--- config.mk ---
export PLATFORM = sky130hd
export DESIGN_NAME = stim_sched
export DESIGN_NICKNAME = d
export VERILOG_FILES = /design/src/rtl/stim_sched.sv
export SDC_FILE = /design/constraint.sdc
export NUM_CORES = 1
export LEC_CHECK = 0
export BUFFER_PORTS_ARGS = -buffer_cell sky130_fd_sc_hd__buf_2
export CAP_MARGIN = 20
export CORE_ASPECT_RATIO = 1.25
export CORE_MARGIN = 2
export CORE_UTILIZATION = 38
export CTS_CLUSTER_SIZE = 20
export DETAILED_ROUTE_END_ITERATION = 10
export HOLD_SLACK_MARGIN = 0.06
export SYNTH_ARGS = -nofsm -noshare
export SYNTH_HDL_FRONTEND = slang
export SYNTH_SLANG_ARGS = --single-unit
--- constraint.sdc ---
create_clock -name clk -period 2.45 [get_ports clk]
set_input_delay 0.1225 -clock clk [delete_from_list [all_inputs] [get_ports clk]]
set_output_delay 0.1225 -clock clk [all_outputs]
set_load 0.02 [all_outputs]
--- src/rtl/stim_sched.sv ---
// Stimulus scheduler: queues 5-bit vectors, drives them one at a time to a
// downstream combinational stage, waits LAT settle cycles, and captures o/p.
module stim_sched #(
    parameter int unsigned DEPTH = 4,
    parameter int unsigned LAT   = 1
) (
    input  logic       clk,
    input  logic       rst,
    input  logic [4:0] in_vec,
    input  logic       in_valid,
    output logic       in_ready,
    output logic       a,
    output logic       b,
    output logic       c,
    output logic       d,
    output logic       e,
    input  logic       o,
    input  logic       p,
    output logic       res_o,
    output logic       res_p,
    output logic       res_valid,
    input  logic       res_ready,
    output logic       busy,
    output logic [7:0] res_cnt
);

    localparam int unsigned PTR_W  = (DEPTH > 1) ? $clog2(DEPTH) : 1;
    localparam int unsigned CNT_W  = $clog2(DEPTH) + 1;
    localparam int unsigned WAIT_W = 4;

    typedef enum logic [1:0] {
        S_IDLE = 2'd0,
        S_WAIT = 2'd1,
        S_CAP  = 2'd2,
        S_HOLD = 2'd3
    } state_t;

    logic [4:0]        r_mem [DEPTH];
    logic [PTR_W-1:0]  r_wr_ptr;
    logic [PTR_W-1:0]  r_rd_ptr;
    logic [CNT_W-1:0]  r_count;
    state_t            r_state;
    logic [WAIT_W-1:0] r_wait;
    logic [4:0]        r_drive;
    logic              r_res_o;
    logic              r_res_p;
    logic              r_res_valid;
    logic              r_busy;
    logic [7:0]        r_res_cnt;
    logic              w_push;
    logic              w_pop;

    // Ready depends only on the registered occupancy, never on the pop.
    assign in_ready = (r_count < CNT_W'(DEPTH));
    assign w_push   = in_valid && in_ready;
    assign w_pop    = (r_state == S_IDLE) && (r_count != '0);

    // Storage needs no reset: occupancy tracking alone decides what is valid.
    always_ff @(posedge clk) begin
        if (w_push) begin
            r_mem[r_wr_ptr] <= in_vec;
        end
    end

    always_ff @(posedge clk or negedge rst) begin
        if (!rst) begin
            r_wr_ptr <= '0;
            r_rd_ptr <= '0;
            r_count  <= '0;
        end else begin
            if (w_push) begin
                r_wr_ptr <= r_wr_ptr + PTR_W'(1);
            end
            if (w_pop) begin
                r_rd_ptr <= r_rd_ptr + PTR_W'(1);
            end
            case ({w_push, w_pop})
                2'b10:   r_count <= r_count + CNT_W'(1);
                2'b01:   r_count <= r_count - CNT_W'(1);
                default: r_count <= r_count;
            endcase
        end
    end

    // Issue / settle / capture / hand-off sequencer.
    always_ff @(posedge clk or negedge rst) begin
        if (!rst) begin
            r_state     <= S_IDLE;
            r_wait      <= '0;
            r_drive     <= '0;
            r_res_o     <= 1'b0;
            r_res_p     <= 1'b0;
            r_res_valid <= 1'b0;
            r_busy      <= 1'b0;
            r_res_cnt   <= '0;
        end else begin
            case (r_state)
                S_IDLE: begin
                    if (w_pop) begin
                        r_drive <= r_mem[r_rd_ptr];
                        r_wait  <= WAIT_W'(LAT);
                        r_state <= S_WAIT;
                        r_busy  <= 1'b1;
                    end
                end
                S_WAIT: begin
                    if (r_wait == '0) begin
                        r_state <= S_CAP;
                    end else begin
                        r_wait <= r_wait - WAIT_W'(1);
                    end
                end
                S_CAP: begin
                    r_res_o     <= o;
                    r_res_p     <= p;
                    r_res_valid <= 1'b1;
                    r_state     <= S_HOLD;
                end
                S_HOLD: begin
                    if (r_res_valid && res_ready) begin
                        r_res_valid <= 1'b0;
                        r_res_cnt   <= r_res_cnt + 8'd1;
                        r_state     <= S_IDLE;
                        r_busy      <= 1'b0;
                    end
                end
                default: begin
                    r_state <= S_IDLE;
                    r_busy  <= 1'b0;
                end
            endcase
        end
    end

    assign {e, d, c, b, a} = r_drive;
    assign res_o           = r_res_o;
    assign res_p           = r_res_p;
    assign res_valid       = r_res_valid;
    assign busy            = r_busy;
    assign res_cnt         = r_res_cnt;

endmodule
==> results.toml, run 1 <==
[global_routing]
grt_max_degree = 31
antenna_found_initial = 0
first_global_vias = 1356
grt_pass1_wl_mm = 6.82
gr-usage-all-layers = 0.131
grt_overflow_total = 0

[clocking]
cts_setup_buffers = 0
cts_buffers = 5
htree_levels = 2
clk_pin_slew_ns = 0.10
root_buffer = "clkbuf_8"
clock_latency_ns = 0.30
numClockSinks = 50
tritoncts = "done"
cts_buffer_depth = 2

[flow_run]
drv_cap = 0

[detailed_routing]
viasPerCell = 4.88
drc = 0
ant_nets = 0
dr.first_iter.drc_count = 98
wl_mm = 3.90
dr.pass1.iters = 4
vias = 1392
wire_per_inst_um = 13.7

[critical_path]
cp_max_fo = 8
crit_chain = "inv_1, ha_1, o31ai_4, inv_2, ha_1, inv_1, fa_1, xor2_1, nor2_1, xnor2_1"
r2r_start = "r_state[0]$_DFFE_PN0P_"
r2r_slack_ns = 0.28
worstPathArrival_ns = 2.41
worstReg2RegEnd = "r_count[2]$_DFFE_PN0P_"
max_stage_delay_ns = 0.41
cp_slowest_cell = "dfrtp_1"
end_kind = "register"
ff2ff_path_depth = 10
path_class = "reg2reg"
cp_data_required_time_ns = 2.68
start_kind = "register"

[timing]
rsz0062_at_grt = "no"
maxClockFrequency_ghz = 0.460
fin_worst_skew_ns = 0.00671
hold_violations = 0
slew_viol_final = 0
worst_pin_slew_ns = 0.658
fin_crit_ns = 2.17
slew-limit-headroom = 0.561
period_share = 0.887
setup-tns-final_ns = 0
fin_ws_ns = 0.276
setup_violations = 0

[finish]
area_growth_pct = 17.6
diodes = 0
layout.nets = 243
layout.cells.non_filler = 285
drive_gt1_frac = 0.237
fillers = 541

[floorplanning]
die_w_um = 73.7
ios = 29
coreArea_sq_um = 5820
dieArea_sq_um = 6710
die_height_um = 91.1
row_count = 31
initial_core_util = 0.396

[min_path]
hp-start = "in_valid"
min_path_type = "in2reg"
hold_depth = 4
min_to = "r_wr_ptr[0]$_DFFE_PN0P_"

[placed_design]
dp.cells = 268
portBuffers = 28
hpwl_mm = 2.86
place.gp.congestion = 0.758
pre_cts_ws_ns = 0.256

[synth]
synth-edff-count = 20
syn-num-nets = 201
seq_area_frac_synth = 0.586
synth-seq-cells = 50
syn_area_sq_um = 2310
yosys.cell_types.count = 37
synthArstFlopShare = 0.600
synth_flop_cell = "dfrtp_1"
syn_inst = 176
syn_avg_cell_area_sq_um = 13.1
yosys_warnings = 0

[outcome]
status = "complete, no violations"

[power_and_ir_drop]
power.density_nw_per_um2 = 1210
p_leak_uw = 0.00121
power_uw = 3270
peakVddDrop_v = 0.000513
-- power by group --
group,switching [uW],internal (uW)
Clock,300,214
Combinational,724,623
Sequential,269,1140
Total,1290,1980
-- cell families (layout without fill, tap and decap cells) --
kind of cell | after synthesis | after routing | synth area share
DFF | 50 | 50 | 0.586
adders and majority gates | 14 | 14 | 0.0792
AOI/OAI and AO/OA | 20 | 20 | 0.0640
muxes | 10 | 10 | 0.0743
and+or+nand+nor | 51 | 51 | 0.117
xor gates and xnor gates | 13 | 13 | 0.0494
buffers and inverters | 18 | 61 | 0.0298
-- cell usage after synthesis (all sizes together) (2+ instances only) --
cell type | n | area, sq um
mux2 | 4 | 48.8
nand4 | 3 | 18.8
inv | 15 | 56.3
a31oi | 3 | 18.8
nand2 | 23 | 86.3
xnor2 | 7 | 61.3
o21ai | 10 | 50.1
edfxtp | 20 | 601
dfrtp | 30 | 751
nor2b | 2 | 12.5
mux4 | 5 | 113
ha | 13 | 163
clkbuf | 2 | 7.51
nor2 | 8 | 30.0
xor2 | 6 | 52.6
and2 | 4 | 25.0
nor3 | 3 | 15.0
-- through the flow --
step                      utilization  hold WS, ns  instance area (sq um)
final                           0.466        0.241                   2710
after global routing            0.466        0.256                   2710
after detailed placement        0.434        0.204                   2520
after global placement          0.434        0.205                   2520
after floorplan                     -       -0.173                   2310
after CTS                       0.466        0.234                   2710
-- worst max-delay path by stage --
stage / startpoint / endpoint / slack, ns
global route: r_state[0]$_DFFE_PN0P_ / r_count[2]$_DFFE_PN0P_ / 0.11
floorplan: r_state[0]$_DFFE_PN0P_ / r_count[2]$_DFFE_PN0P_ / 0.45
global placement: r_state[0]$_DFFE_PN0P_ / r_count[2]$_DFFE_PN0P_ / 0.33
finish: r_state[0]$_DFFE_PN0P_ / r_count[2]$_DFFE_PN0P_ / 0.28
detailed placement: r_state[0]$_DFFE_PN0P_ / r_count[2]$_DFFE_PN0P_ / 0.26
CTS: r_state[0]$_DFFE_PN0P_ / r_count[2]$_DFFE_PN0P_ / 0.24
-- what timing repair did --
item,4_1_cts,5_1_grt
gates resized for setup,0,0
endpoints found under the hold margin,53,0
setup endpoints to repair,0,0
hold buffers,9,0
-- registers in the layout (all words and copies together), names as in the netlist --
signal	cells
busy	1
r_count	3
r_drive	5
r_mem	20
r_rd_ptr	2
r_state	2
r_wait	4
r_wr_ptr	2
res_cnt	8
res_o	1
res_p	1
res_valid	1
-- layout by cell type, fill, tap and decap left out, types with 2 or more instances in the layout --
cell,count
edfxtp_1,20
nand2_1,23
xnor2_1,7
nand4_1,3
clkbuf_8,5
a31oi_1,3
nor2_1,8
buf_2,28
and2_1,4
dfrtp_1,30
nor3_1,3
inv_1,14
xor2_1,6
mux2_2,3
mux4_2,5
nor2b_1,2
dlygate4sd3_1,9
o21ai_0,10
ha_1,13
-- routing by layer --
| layer | up-vias | GRT usage | share of wire |
|---|---|---|---|
| met2 | 22 | 0.190 | 0.49 |
| met5 | - | 0 | 0 |
| met4 | 0 | 0.0500 | 0.016 |
| met1 | 674 | 0.191 | 0.47 |
| li1 | 692 | - | - |
| met3 | 4 | 0.0266 | 0.029 |
-- worst max-delay path: cells and delay by family, from the launching register on --
family,cells,cell delay [ns]
and+or+nand+nor,1,0.12
DFF,1,0.41
xor gates and xnor gates,2,0.27
AOI/OAI and AO/OA,1,0.14
adders and majority gates,3,0.83
buffers and inverters,3,0.33
-- cell type report --
type                       count  area, sq um  share of cell area
sequential                    50         1350               0.498
multi-input combinational    108          886               0.327
timing repair buffer          38          238              0.0877
tap                           66         82.6              0.0305
clock buffer                   5         68.8              0.0254
inverter                      15         56.3              0.0208
clock inverter                 3         28.8              0.0106
No activity file was read; power rests on OpenSTA's default activity.
==> run 2: changes to the inputs <==
--- a/config.mk
+++ b/config.mk
@@ -5,6 +5,7 @@
 export SDC_FILE = /design/constraint.sdc
 export NUM_CORES = 1
 export LEC_CHECK = 0
+export ABC_AREA = 1
 export BUFFER_PORTS_ARGS = -buffer_cell sky130_fd_sc_hd__buf_2
 export CAP_MARGIN = 20
 export CORE_ASPECT_RATIO = 1.25
==> run 2 against run 1 <==
Effect of this change:
- count of clock-buffer cells in the layout rose by 2
- total power rose by 4.2%
- first-iteration DRC count fell by 2.0%
- clock skew rose by 0.0081 ns
- critical path type unchanged
- largest cell class unchanged
==> results.toml, run 2 <==
[min_path]
hp-start = "res_ready"
min_path_type = "in2reg"

[clocking]
clk_pin_slew_ns = 0.10
cts_buffer_depth = 2
cts_buffers = 5
postCtsHoldBufs = 8
root_buffer = "clkbuf_8"
cts_setup_buffers = 0
htree_levels = 2
clock_latency_ns = 0.31
tritoncts = "done"
numClockSinks = 50
ctsResizeCount = 0

[critical_path]
cp_max_fo = 9
r2r_start = "r_state[0]$_DFFE_PN0P_"
start_kind = "register"
path_class = "reg2reg"
crit_chain = "inv_1, ha_1, nand2_2, inv_2, ha_1, inv_1, fa_1, a21oi_1, o21ai_0, xor2_1"
critPathLaunch = "r_state[0]$_DFFE_PN0P_"
end_kind = "register"
path_buf_inv = 3
cp_data_required_time_ns = 2.64
worstPathArrival_ns = 2.38
cp_top_family = "adder cells"
cp_slowest_cell = "dfrtp_1"
r2r_slack_ns = 0.26
max_stage_delay_ns = 0.43

[detailed_routing]
vias = 1657
viasPerCell = 4.41
dr.pass1.iters = 4
wl_mm = 4.30
drc = 0
wire_per_inst_um = 11.4
top_layer = "met4"
wl_met1_mm = 1.99
ant_nets = 0
dr.first_iter.drc_count = 96
route.met3.wl_um = 144
dr_wl_met2_mm = 2.10

[power_and_ir_drop]
peakVddDrop_v = 0.000533
power.density_nw_per_um2 = 1190
p_sw_uw = 1380
intPower_uw = 2030
power_frac_clock = 0.196
p_leak_uw = 0.00142
swShare = 0.405
seqPwrFrac = 0.391
pwr-share-comb = 0.413

[synth]
yosys_warnings = 0
synthArstFlopShare = 0.600
yosys.cell_types.count = 24
syn_area_sq_um = 2400
synth_top_area_share = 0.313
synth_area_leader_cell = "dfrtp_1"
synth-edff-count = 20
synthTopCellsByCount = "nand2_1 (72), nor2_1 (34), dfrtp_1 (30), inv_1 (28), edfxtp_1 (20)"
synth-seq-cells = 50
syn_avg_cell_area_sq_um = 9.64
seq_area_frac_synth = 0.563
synth_flop_cell = "dfrtp_1"
yosysMostFrequentCell = "nand2_1"
synth_area_leaders = "dfrtp_1 (31%), edfxtp_1 (25%), nand2_1 (11%)"
syn_inst = 249
syn-num-nets = 274

[finish]
diodes = 0
layout.cells.non_filler = 376
regMostFlops = "r_mem"
mostFrequentLayoutCells = "nand2_1 (72), nor2_1 (34), dfrtp_1 (30), inv_1 (28), buf_2 (28)"
area_growth_pct = 18.9
layout_commonest_cell = "nand2_1"
drive_gt1_frac = 0.165
largest_reg_flops = 20
layout.nets = 315

[floorplanning]
ios = 29
die_w_um = 75.1
coreArea_sq_um = 6130
row_count = 32
dieArea_sq_um = 6970
die_height_um = 92.9
initial_core_util = 0.392

[timing]
setup_violations = 0
worst_pin_slew_ns = 0.678
setup-tns-final_ns = 0
fin_ws_ns = 0.263
slew_viol_final = 0
hold_violations = 0
rsz0062_at_grt = "no"
slew-limit-headroom = 0.548
period_share = 0.892
fin_worst_skew_ns = 0.0148
maxClockFrequency_ghz = 0.457
fin_crit_ns = 2.19

[global_routing]
grt_overflow_total = 0
grt_pass1_wl_mm = 7.53
gr-usage-all-layers = 0.142
first_global_vias = 1667
antenna_found_initial = 0
grt_max_degree = 31

[flow_run]
drv_cap = 0

[placed_design]
dp.cells = 360
pre_cts_ws_ns = 0.290
portBuffers = 28
place.gp.congestion = 0.750
hpwl_mm = 3.11

[outcome]
status = "complete, no violations"
run 2: layout make-up:
cell class,instances,area [sq um]
fill,585,3270
sequential,50,1350
multi-input combinational,168,931
timing repair buffer,36,220
inverter,29,109
clock buffer,7,108
tap,85,106
clock inverter,1,30.0
run 2: stage by stage:
| stage | total power (uW) | area, sq um | hold slack [ns] | util |
|---|---|---|---|---|
| after floorplan | 2390 | 2400 | -0.173 | - |
| after global placement | 2750 | 2640 | 0.204 | 0.431 |
| after detailed placement | 2770 | 2640 | 0.206 | 0.431 |
| after CTS | 3460 | 2860 | 0.201 | 0.466 |
| after global routing | 3740 | 2860 | 0.226 | 0.466 |
| final | 3410 | 2860 | 0.212 | 0.466 |
run 2: worst min-delay path, delay by kind of cell:
family	cells	cell delay [ns]
AND/OR/NAND/NOR	1	0.16
buffers and inverters	1	0.12
XOR/XNOR	1	0.08
run 2: worst paths after layout:
check                                         end  cells past startpoint
max                        r_count[2]$_DFFE_PN0P_                     10
max reg2reg                r_count[2]$_DFFE_PN0P_                     10
min                        res_cnt[0]$_DFFE_PN0P_                      3
min in group asynchronous   r_wait[2]$_DFFE_PN0P_                      2
max in group asynchronous  r_drive[3]$_DFFE_PN0P_                      2
min reg2reg                r_count[0]$_DFFE_PN0P_                      1
run 2: power groups by stage:
stage | clock, uW | combinational, uW | sequential [uW]
finish | 667 | 1410 | 1330
global route | 713 | 1660 | 1370
CTS | 680 | 1440 | 1340
detailed placement | 0 | 1420 | 1350
global placement | 0 | 1400 | 1350
floorplan | 0 | 968 | 1420
run 2: metal layers:
layer | track usage | up-vias
li1 | - | 862
met1 | 0.173 | 765
met2 | 0.239 | 24
met3 | 0.0370 | 6
met4 | 0.0491 | 0
met5 | 0 | -
run 2: kinds of logic after synthesis:
kind of cell,share of synthesized area
AOI/OAI and AO/OA,0.0375
xor gates and xnor gates,0.0427
adders and majority gates,0.0761
buffers and inverters,0.0495
DFF,0.563
and+or+nand+nor,0.231
